--- src/rtl/lo_iq_integrator.sv ---
// ---------------------------------------------------------------------------
// lo_iq_integrator
//
// Correlates a 1-bit channel bitstream against the 1-bit sin/cos outputs of
// the local-oscillator stage. Over a window of N = 2^WINDOW_LOG2 enabled
// samples it sums +1/-1 agreement terms for the I and Q branches. At the end
// of each window it dumps the signed I/Q sums and an |I|+|Q| magnitude
// estimate into result registers. A valid/ready handshake hands each result
// to the channel readout, and a sticky overrun flag records any unread
// result that was overwritten.
//
// Ports:
//   clk      master clock, rising edge
//   reset    asynchronous, active-high reset
//   en       sample strobe, one sample consumed per cycle with en=1
//   din      channel input bitstream sample
//   sin_lo   in-phase LO bit
//   cos_lo   quadrature LO bit
//   clr      synchronous restart of the current window (overrides en)
//   clr_ovr  synchronous clear of the overrun flag
//   ready    readout accepts the current result
//   valid    result registers hold an unread result
//   i_out    signed in-phase sum of the last window
//   q_out    signed quadrature sum of the last window
//   mag_out  unsigned |i_out| + |q_out|
//   overrun  sticky: an unread result was overwritten
// ---------------------------------------------------------------------------
module lo_iq_integrator #(
  parameter  int WINDOW_LOG2 = 4,
  localparam int ACC_W       = WINDOW_LOG2 + 2
) (
  input  logic                    clk,
  input  logic                    reset,
  input  logic                    en,
  input  logic                    din,
  input  logic                    sin_lo,
  input  logic                    cos_lo,
  input  logic                    clr,
  input  logic                    clr_ovr,
  input  logic                    ready,
  output logic                    valid,
  output logic signed [ACC_W-1:0] i_out,
  output logic signed [ACC_W-1:0] q_out,
  output logic        [ACC_W-1:0] mag_out,
  output logic                    overrun
);

  localparam logic [WINDOW_LOG2-1:0] CNT_LAST = '1;
  localparam logic signed [ACC_W-1:0] PLUS_ONE  = ACC_W'(1);
  localparam logic signed [ACC_W-1:0] MINUS_ONE = '1;

  logic signed [ACC_W-1:0]  acc_i_q, acc_i_d;
  logic signed [ACC_W-1:0]  acc_q_q, acc_q_d;
  logic [WINDOW_LOG2-1:0]   sample_cnt_q, sample_cnt_d;
  logic signed [ACC_W-1:0]  i_out_q, i_out_d;
  logic signed [ACC_W-1:0]  q_out_q, q_out_d;
  logic [ACC_W-1:0]         mag_out_q, mag_out_d;
  logic                     valid_q, valid_d;
  logic                     overrun_q, overrun_d;

  logic signed [ACC_W-1:0]  term_i, term_q;
  logic signed [ACC_W-1:0]  sum_i, sum_q;
  logic [ACC_W-1:0]         abs_i, abs_q;
  logic                     dump;
  logic                     transfer;

  always_comb begin
    term_i   = (din == sin_lo) ? PLUS_ONE : MINUS_ONE;
    term_q   = (din == cos_lo) ? PLUS_ONE : MINUS_ONE;
    sum_i    = acc_i_q + term_i;
    sum_q    = acc_q_q + term_q;
    // Sums stay within [-N, +N], so negation never overflows ACC_W bits and
    // |I|+|Q| <= 2N still fits unsigned in ACC_W bits.
    abs_i    = sum_i[ACC_W-1] ? ACC_W'(-sum_i) : ACC_W'(sum_i);
    abs_q    = sum_q[ACC_W-1] ? ACC_W'(-sum_q) : ACC_W'(sum_q);
    // clr suppresses the sample entirely, including any dump it would cause.
    dump     = en && !clr && (sample_cnt_q == CNT_LAST);
    transfer = valid_q && ready;
  end

  always_comb begin
    acc_i_d      = acc_i_q;
    acc_q_d      = acc_q_q;
    sample_cnt_d = sample_cnt_q;
    i_out_d      = i_out_q;
    q_out_d      = q_out_q;
    mag_out_d    = mag_out_q;
    valid_d      = valid_q;
    overrun_d    = overrun_q;

    if (clr) begin
      acc_i_d      = '0;
      acc_q_d      = '0;
      sample_cnt_d = '0;
    end else if (en) begin
      if (dump) begin
        acc_i_d      = '0;
        acc_q_d      = '0;
        sample_cnt_d = '0;
        i_out_d      = sum_i;
        q_out_d      = sum_q;
        mag_out_d    = abs_i + abs_q;
      end else begin
        acc_i_d      = sum_i;
        acc_q_d      = sum_q;
        sample_cnt_d = sample_cnt_q + 1'b1;
      end
    end

    // A dump on the same edge as a transfer re-arms valid for the new result.
    if (dump) begin
      valid_d = 1'b1;
    end else if (transfer) begin
      valid_d = 1'b0;
    end

    // Setting the flag takes priority over clearing it on the same edge.
    if (dump && valid_q && !ready) begin
      overrun_d = 1'b1;
    end else if (clr_ovr) begin
      overrun_d = 1'b0;
    end
  end

  always_ff @(posedge clk or posedge reset) begin
    if (reset) begin
      acc_i_q      <= '0;
      acc_q_q      <= '0;
      sample_cnt_q <= '0;
      i_out_q      <= '0;
      q_out_q      <= '0;
      mag_out_q    <= '0;
      valid_q      <= 1'b0;
      overrun_q    <= 1'b0;
    end else begin
      acc_i_q      <= acc_i_d;
      acc_q_q      <= acc_q_d;
      sample_cnt_q <= sample_cnt_d;
      i_out_q      <= i_out_d;
      q_out_q      <= q_out_d;
      mag_out_q    <= mag_out_d;
      valid_q      <= valid_d;
      overrun_q    <= overrun_d;
    end
  end

  assign valid   = valid_q;
  assign i_out   = i_out_q;
  assign q_out   = q_out_q;
  assign mag_out = mag_out_q;
  assign overrun = overrun_q;

endmodule
--- config.mk ---
export PLATFORM = sky130hd
export DESIGN_NAME = lo_iq_integrator
export DESIGN_NICKNAME = d
export VERILOG_FILES = /design/src/rtl/lo_iq_integrator.sv
export SDC_FILE = /design/constraint.sdc
export NUM_CORES = 1
export LEC_CHECK = 0
export CORE_MARGIN = 10
export CORE_UTILIZATION = 25
export DETAILED_ROUTE_END_ITERATION = 10
export PLACE_DENSITY = 0.53
export SLEW_MARGIN = 20
export SYNTH_ARGS = -nofsm -noshare
export SYNTH_HDL_FRONTEND = slang
export SYNTH_SLANG_ARGS = --single-unit
--- constraint.sdc ---
create_clock -name clk -period 4.5 [get_ports clk]
set_clock_uncertainty 0.15 [all_clocks]
set_input_delay 0.9 -clock clk [delete_from_list [all_inputs] [get_ports clk]]
set_output_delay 0.9 -clock clk [all_outputs]
set_load 0.05 [all_outputs]
-- Word level (Yosys, flattened, before mapping)
Index checks and enable logic that the tools add are counted.
- register bits: 36
- bits in latches: 0
- memory bits (writable): 0
- bits in read-only memories: 0
- output and inout bits: 20
- word-level logic and storage cells: 46
- memories: 0
- add/subtract/negate cells: 6
- $mul: 0
- div/mod/pow operators: 0
- magnitude comparators: 0
- equal/unequal tests: 3
- shift-type cells: 0
- multiplexer cells: 17
- bitwise gates (word level): 1
- reductions and logical operators: 11
- operators by type and width (cell ; number):
    $mux W6 ; 10
    $add A6 B6 Y6 ; 3
    $mux W4 ; 3
    $neg A6 Y6 ; 2
    $reduce_bool A2 Y1 ; 3
    $logic_and A1 B1 Y1 ; 5
    $add A4 B1 Y4 const B ; 1
    $eq A4 B4 Y1 const B ; 1
    $mux W1 ; 4
    $reduce_and A3 Y1 ; 1
    $eq A1 B1 Y1 ; 2
    $logic_not A1 Y1 ; 2
    $not A1 Y1 ; 1

-- Logic depth before layout (Yosys ltp)
Gate-level depths: netlist (run 1).
- depth after elaboration: 6
- mapped depth: 17

-- Worst setup path after synthesis (run 1)
OpenSTA, ideal clock, no wires.
- path type: input to register
- start point: input cos_lo
- end point: register mag_out_q[5] (netlist: mag_out[5])
- setup time: 0.130 ns
- arrival: 3.793 ns
- data required time: 4.220 ns
- setup slack: 0.428 ns
- stages: 17
- buffers on the path: 1
- path through: xor2_2 ha_1 and3_2 o211ai_1 a21oi_1 or2_1 buf_2 nor2_1 xnor2_1 ha_1 a21o_1 a21oi_1 o21bai_1 a21oi_1 xnor2_1 xnor2_1 o21ai_1
- longest elaborated chain between the ends: 6
- ends and longest elaborated chain (element ; line ; source):
    start: declaration ; 37 ; input logic cos_lo,
    $eq A1 B1 Y1 (*) ; 69 ; term_q = (din == cos_lo) ? PLUS_ONE : MINUS_ONE;
    $mux W6 (*) ; 69 ;
    $add A6 B6 Y6 (*) ; 71 ; sum_q = acc_q_q + term_q;
    $neg A6 Y6 ; 75 ; abs_q = sum_q[ACC_W-1] ? ACC_W'(-sum_q) : ACC_W'(sum_q);
    $mux W6 (*) ; 75 ;
    $add A6 B6 Y6 (*) ; 102 ; mag_out_d = abs_i + abs_q;
    end signal: assignment ; 141 ; mag_out_q <= mag_out_d;
    end: declaration ; 57 ; logic [ACC_W-1:0] mag_out_q, mag_out_d;
Every way passes the cells marked *; elsewhere a longest branch is shown, timed or not.
A chain may end at the register's enable or synchronous reset.

-- Worst setup path after layout (run 1)
Same ends and word-level chain as after synthesis.

==> results of run 1 <==
## layout by cell type, fill, tap and decap left out, types with 6 or more instances in the layout
| master | n |
|---|---|
| nand2_1 | 31 |
| dfrtp_1 | 36 |
| xor2_1 | 9 |
| inv_1 | 13 |
| buf_4 | 20 |
| nor2_1 | 7 |
| o21ai_0 | 28 |
| clkdlybuf4s50_1 | 27 |
| xnor2_1 | 13 |
| ha_1 | 18 |
| a21oi_1 | 6 |
## state kept, by name, summed over array words and instances, names as in the netlist
signal / cells
acc_i_q: 6
acc_q_q: 6
i_out: 6
mag_out: 6
q_out: 6
sample_cnt_q: 4
overrun: 1
valid: 1
## per-layer routing
layer,share of wire,track usage,vias up
li1,-,-,828
met1,0.52,0.102,746
met2,0.40,0.115,33
met3,0.059,0.0293,8
met4,0.016,0.0305,0
met5,0,0,-
## synthesized netlist by cell type (all sizes together) (2+ instances only)
library cell | instances | share of area
nor2b | 2 | 0.0059
or3 | 2 | 0.0083
a31oi | 3 | 0.0088
a21oi | 7 | 0.016
xor2 | 10 | 0.045
mux2 | 3 | 0.016
nand2 | 31 | 0.055
dfrtp | 36 | 0.42
clkbuf | 6 | 0.011
inv | 13 | 0.023
o21a | 2 | 0.0071
and3 | 3 | 0.012
nor2 | 8 | 0.014
or2 | 2 | 0.0059
a21o | 4 | 0.015
a22o | 2 | 0.0083
xnor2 | 13 | 0.054
and2 | 2 | 0.0065
fa | 3 | 0.028
nand3 | 4 | 0.0094
ha | 18 | 0.11
o21ai | 30 | 0.071
## worst max-delay path: stages
cell             delay, ns
clkdlybuf4s50_1       0.49
xor2_2                0.25
ha_1                  0.29
and3_2                0.21
o211ai_1              0.21
a21oi_1               0.11
or2_1                 0.26
nor2_2                0.10
xnor2_1               0.15
ha_1                  0.27
a21o_1                0.17
a21oi_2               0.15
o21bai_1              0.07
a21oi_1               0.17
xnor2_1               0.15
xnor2_1               0.14
o21ai_1               0.07
## cell type report
| cell class | count | area (µm²) |
|---|---|---|
| fill | 894 | 5510 |
| multi-input combinational | 160 | 1150 |
| sequential | 36 | 901 |
| timing repair buffer | 48 | 433 |
| tap | 105 | 131 |
| clock buffer | 7 | 76.3 |
| inverter | 13 | 48.8 |
| clock inverter | 1 | 8.76 |
## metrics by stage
step / TNS [ns] / hold WS, ns / cells
finish: 0 / 0.328 / 370
floorplan: 0 / 0.306 / 216
global placement: -0.0492 / 0.312 / 362
CTS: 0 / 0.340 / 370
global route: 0 / 0.360 / 370
detailed placement: -0.115 / 0.322 / 362
## cells by family (layout without fill, tap and decap cells)
group,Yosys count,after routing,synth area share
AO/OA/AOI/OAI,53,53,0.153
XOR/XNOR,23,23,0.0984
adder cells (fa/ha/maj),21,21,0.134
buffers and inverters,20,69,0.0359
flip-flops,36,36,0.424
multiplexers,4,4,0.0206
AND/OR/NAND/NOR,59,59,0.134
## where the power goes
group          internal, µW  switching [µW]  total, µW
clock                   111             120        231
combinational           383             366        749
sequential              342            16.3        358
## path summary, 6_finish.rpt
check | to | slack, ns | depth (start not counted)
max reg2reg | mag_out[5]$_DFFE_PP0P_ | 1.29 | 15
min reg2reg | mag_out[2]$_DFFE_PP0P_ | 0.33 | 2
min in group asynchronous | i_out[1]$_DFFE_PP0P_ | 0.87 | 3
min | mag_out[2]$_DFFE_PP0P_ | 0.33 | 2
max in group asynchronous | acc_q_q[0]$_DFFE_PP0P_ | 3.00 | 3
max | mag_out[5]$_DFFE_PP0P_ | 0.35 | 17
==> flow_summary.yaml, run 1 <==
run_status:
  status: "finished, final reports clean"
synthesis:
  synth.yosys.seq_area_share: 0.424
  ys_ff_latch: 36
  yosysWarnings: 0
  synth_ff_type: "dfrtp_1"
  syn_inst: 216
  synth_fp_nets: 246
  syn_area_per_cell_um2: 9.83
  async_flop_share: 1.00
  ys_types: 42
  syn_area_um2: 2120
  synth-edff-count: 0
global_route:
  grt_pass1_vias: 1681
  grt_usage: 0.0787
  grt-ovfl-total: 0
  grt_pass1_wl_mm: 8.22
  antenna_found_initial: 0
  grt_max_degree: 37
critical_path:
  arrival_ns: 4.16
  crit_type: "in -> reg"
  path_max_fanout: 5
  end_kind: "flip-flop"
  critical_path_required_ns: 4.51
  cp-start-kind: "primary input"
  startpoint: "cos_lo"
  rr_startpoint: "acc_q_q[2]$_DFFE_PP0P_"
drt:
  drt_wl_total_mm: 4.78
  drtIter0Drc: 35
  wl_per_cell_um: 12.9
  ant_nets: 0
  dr.pass1.iters: 4
  vias: 1615
  viasPerCell: 4.36
  drcViolationCount: 0
timing:
  fmax_mhz: 241
  hold_viol: 0
  fin_ws_ns: 0.348
  rsz0062_at_grt: "no"
  fin_crit_sh: 0.923
  slew_violations: 0
  min_period_ns: 4.15
  tightest_slew_ns: 1.06
  slew_headroom: 0.294
  setup_violations: 0
finish:
  drive_gt1_frac: 0.151
  diodes: 0
  final_net_count: 294
  area_growth_pct: 29.6
  final_area_um2: 2750
  final_util: 0.333
clock_network:
  root_buffer: "clkbuf_8"
  clkLatencyLatePin_ns: 0.30
  cts_sinks: 36
  post-cts-setup-buffer-count: 0
  cts_max_level: 2
  cts_hold_buf: 0
  cts_tree: "done"
  clk_pin_slew_ns: 0.07
  ctsLongestPathBuffers: 2
  cts-buffers-inserted: 5
  ctsResizeCount: 0
die:
  die_x_um: 112
  die_h_um: 112
  initial_core_util: 0.257
  floorplan.die_area_um2: 12600
  io-pin-count: 29
  rows: 33
  coreArea_um2: 8260
place:
  place_area_um2: 2660
  hpwl_mm: 3.64
  gp_congestion: 0.830
  io_buffers: 28
  dp_slack_ns: -0.115
power_and_ir_drop:
  power_uw: 1340
  power.leakage_uw: 0.00127
  power_density_nw_per_um2: 486
  irDropWorstVdd_mv: 0.172
job:
  maxCapViolCount: 0
worst_hold_path:
  worstHoldStart: "mag_out[2]$_DFFE_PP0P_"
  hp-class: "reg -> reg"
Power figures use the tool's default switching activity.
==> run 2: changes to the inputs <==
--- a/config.mk
+++ b/config.mk
@@ -8,6 +8,7 @@
 export CORE_MARGIN = 10
 export CORE_UTILIZATION = 25
 export DETAILED_ROUTE_END_ITERATION = 10
+export MAX_ROUTING_LAYER = met4
 export PLACE_DENSITY = 0.53
 export SLEW_MARGIN = 20
 export SYNTH_ARGS = -nofsm -noshare
==> run 2 against run 1 <==
Flip-flop and latch count stayed put. Sequential power about the same. Via count did not move. First-iteration DRC count did not move. Critical path type unchanged. Routed wire length about the same. Cell area unchanged. Combinational power is essentially flat. Highest routed layer unchanged. Hold slack about the same.
==> flow_summary.yaml, run 2 (same netlist as run 1, synthesis figures left out) <==
run_status:
  status: "finished, final reports clean"
critical_path:
  rr_startpoint: "acc_q_q[2]$_DFFE_PP0P_"
  rr_endpoint: "mag_out[5]$_DFFE_PP0P_"
  crit_type: "in -> reg"
  ff2ff_setup_slack_ns: 1.28
  arrival_ns: 4.17
  end_kind: "flip-flop"
  r2r_cells: 15
  path_max_fanout: 5
  cp-start-kind: "primary input"
  critical_path_required_ns: 4.51
clock_network:
  cts-buffers-inserted: 5
  cts_max_level: 2
  root_buffer: "clkbuf_8"
  cts_tree: "done"
  ctsLongestPathBuffers: 2
  clk_pin_slew_ns: 0.07
  cts_sinks: 36
  clkLatencyLatePin_ns: 0.30
finish:
  drive_gt1_frac: 0.151
  final_net_count: 294
  area_growth_pct: 29.6
  final_util: 0.333
  fillCellCount: 894
  diodes: 0
  mostFrequentLayoutCell: "dfrtp_1"
  final_cell_mix: "dfrtp_1 (36), nand2_1 (31), o21ai_0 (28)"
power_and_ir_drop:
  power_density_nw_per_um2: 486
  irDropWorstVdd_mv: 0.172
  power.leakage_uw: 0.00127
timing:
  slew_violations: 0
  tightest_slew_ns: 1.06
  slew_headroom: 0.294
  rsz0062_at_grt: "no"
  hold_slack_ns: 0.328
  fmax_mhz: 241
  min_period_ns: 4.15
  hold_viol: 0
  setup_violations: 0
  fin_crit_sh: 0.922
global_route:
  grt_pass1_vias: 1685
  grt_max_degree: 37
  grt_pass1_wl_mm: 8.21
  grt_usage: 0.0806
  grt-ovfl-total: 0
  antenna_found_initial: 0
die:
  die_x_um: 112
  die_h_um: 112
  io-pin-count: 29
  initial_core_util: 0.257
  rows: 33
  floorplan.die_area_um2: 12600
  coreArea_um2: 8260
drt:
  vias: 1615
  viasPerCell: 4.36
  dr.pass1.iters: 4
  wl_per_cell_um: 12.9
  ant_nets: 0
  drt_wl_total_mm: 4.78
  drcViolationCount: 0
  drtIter0Drc: 35
job:
  maxCapViolCount: 0
worst_hold_path:
  hp-class: "reg -> reg"
  worstHoldPathCells: 2
  worstHoldStart: "mag_out[2]$_DFFE_PP0P_"
  hold_end: "mag_out[2]$_DFFE_PP0P_"
place:
  hpwl_mm: 3.64
  gp_congestion: 0.843
  io_buffers: 28
## run 2: worst max-delay path, cell delays in order
cell             delay (ns)
clkdlybuf4s50_1        0.49
xor2_2                 0.25
ha_1                   0.29
and3_2                 0.21
o211ai_1               0.21
a21oi_1                0.11
or2_1                  0.26
nor2_2                 0.10
xnor2_1                0.15
ha_1                   0.27
a21o_1                 0.17
a21oi_2                0.15
o21bai_1               0.07
a21oi_1                0.17
xnor2_1                0.15
xnor2_1                0.14
o21ai_1                0.07
## run 2: repair_timing
action,4_1_cts,5_1_grt
buffers inserted,0,0
endpoints found under the setup margin,0,1
hold buffers,0,0
resized for setup,0,3
## run 2: how the worst max path moves through the flow
stage | startpoint | endpoint | cells after the start
after floorplan | cos_lo | mag_out[5]$_DFFE_PP0P_ | 17
after global placement | din | mag_out[5]$_DFFE_PP0P_ | 17
after CTS | din | mag_out[5]$_DFFE_PP0P_ | 17
after detailed placement | din | mag_out[5]$_DFFE_PP0P_ | 17
after global routing | cos_lo | mag_out[5]$_DFFE_PP0P_ | 17
final | cos_lo | mag_out[5]$_DFFE_PP0P_ | 17
## run 2: cell type report
| cell class | count | area, µm² | area share |
|---|---|---|---|
| clock buffers | 7 | 76.3 | 0.0277 |
| clock inverters | 1 | 8.76 | 0.00318 |
| inverters | 13 | 48.8 | 0.0177 |
| flip-flops and latches | 36 | 901 | 0.327 |
| multi-input cells | 160 | 1150 | 0.419 |
| well taps | 105 | 131 | 0.0477 |
| repair buffers | 48 | 433 | 0.157 |
## run 2: power by group
group | internal (µW) | total (µW) | switching [µW]
combinational | 383 | 749 | 366
clock | 111 | 232 | 121
sequential | 342 | 358 | 16.3
## run 2: stage by stage
stage / total power (µW) / worst slack, ns / instances / setup TNS [ns] / area (µm²)
3_3_place_gp: 1090 / -0.0492 / 362 / -0.0492 / 2660
3_5_place_dp: 1100 / -0.115 / 362 / -0.115 / 2660
2_1_floorplan: 874 / 0.428 / 216 / 0 / 2120
5_1_grt: 1470 / 0.0388 / 370 / 0 / 2750
4_1_cts: 1350 / 0.204 / 370 / 0 / 2740
6_report: 1340 / 0.349 / 370 / 0 / 2750
## run 2: per-layer routing
| metal | vias to the layer above | wire length, µm | global-route usage |
|---|---|---|---|
| met3 | 9 | 233 | 0.0245 |
| met5 | - | 0 | - |
| li1 | 828 | - | - |
| met1 | 746 | 2530 | 0.104 |
| met2 | 32 | 1930 | 0.115 |
| met4 | 0 | 74 | 0.0305 |
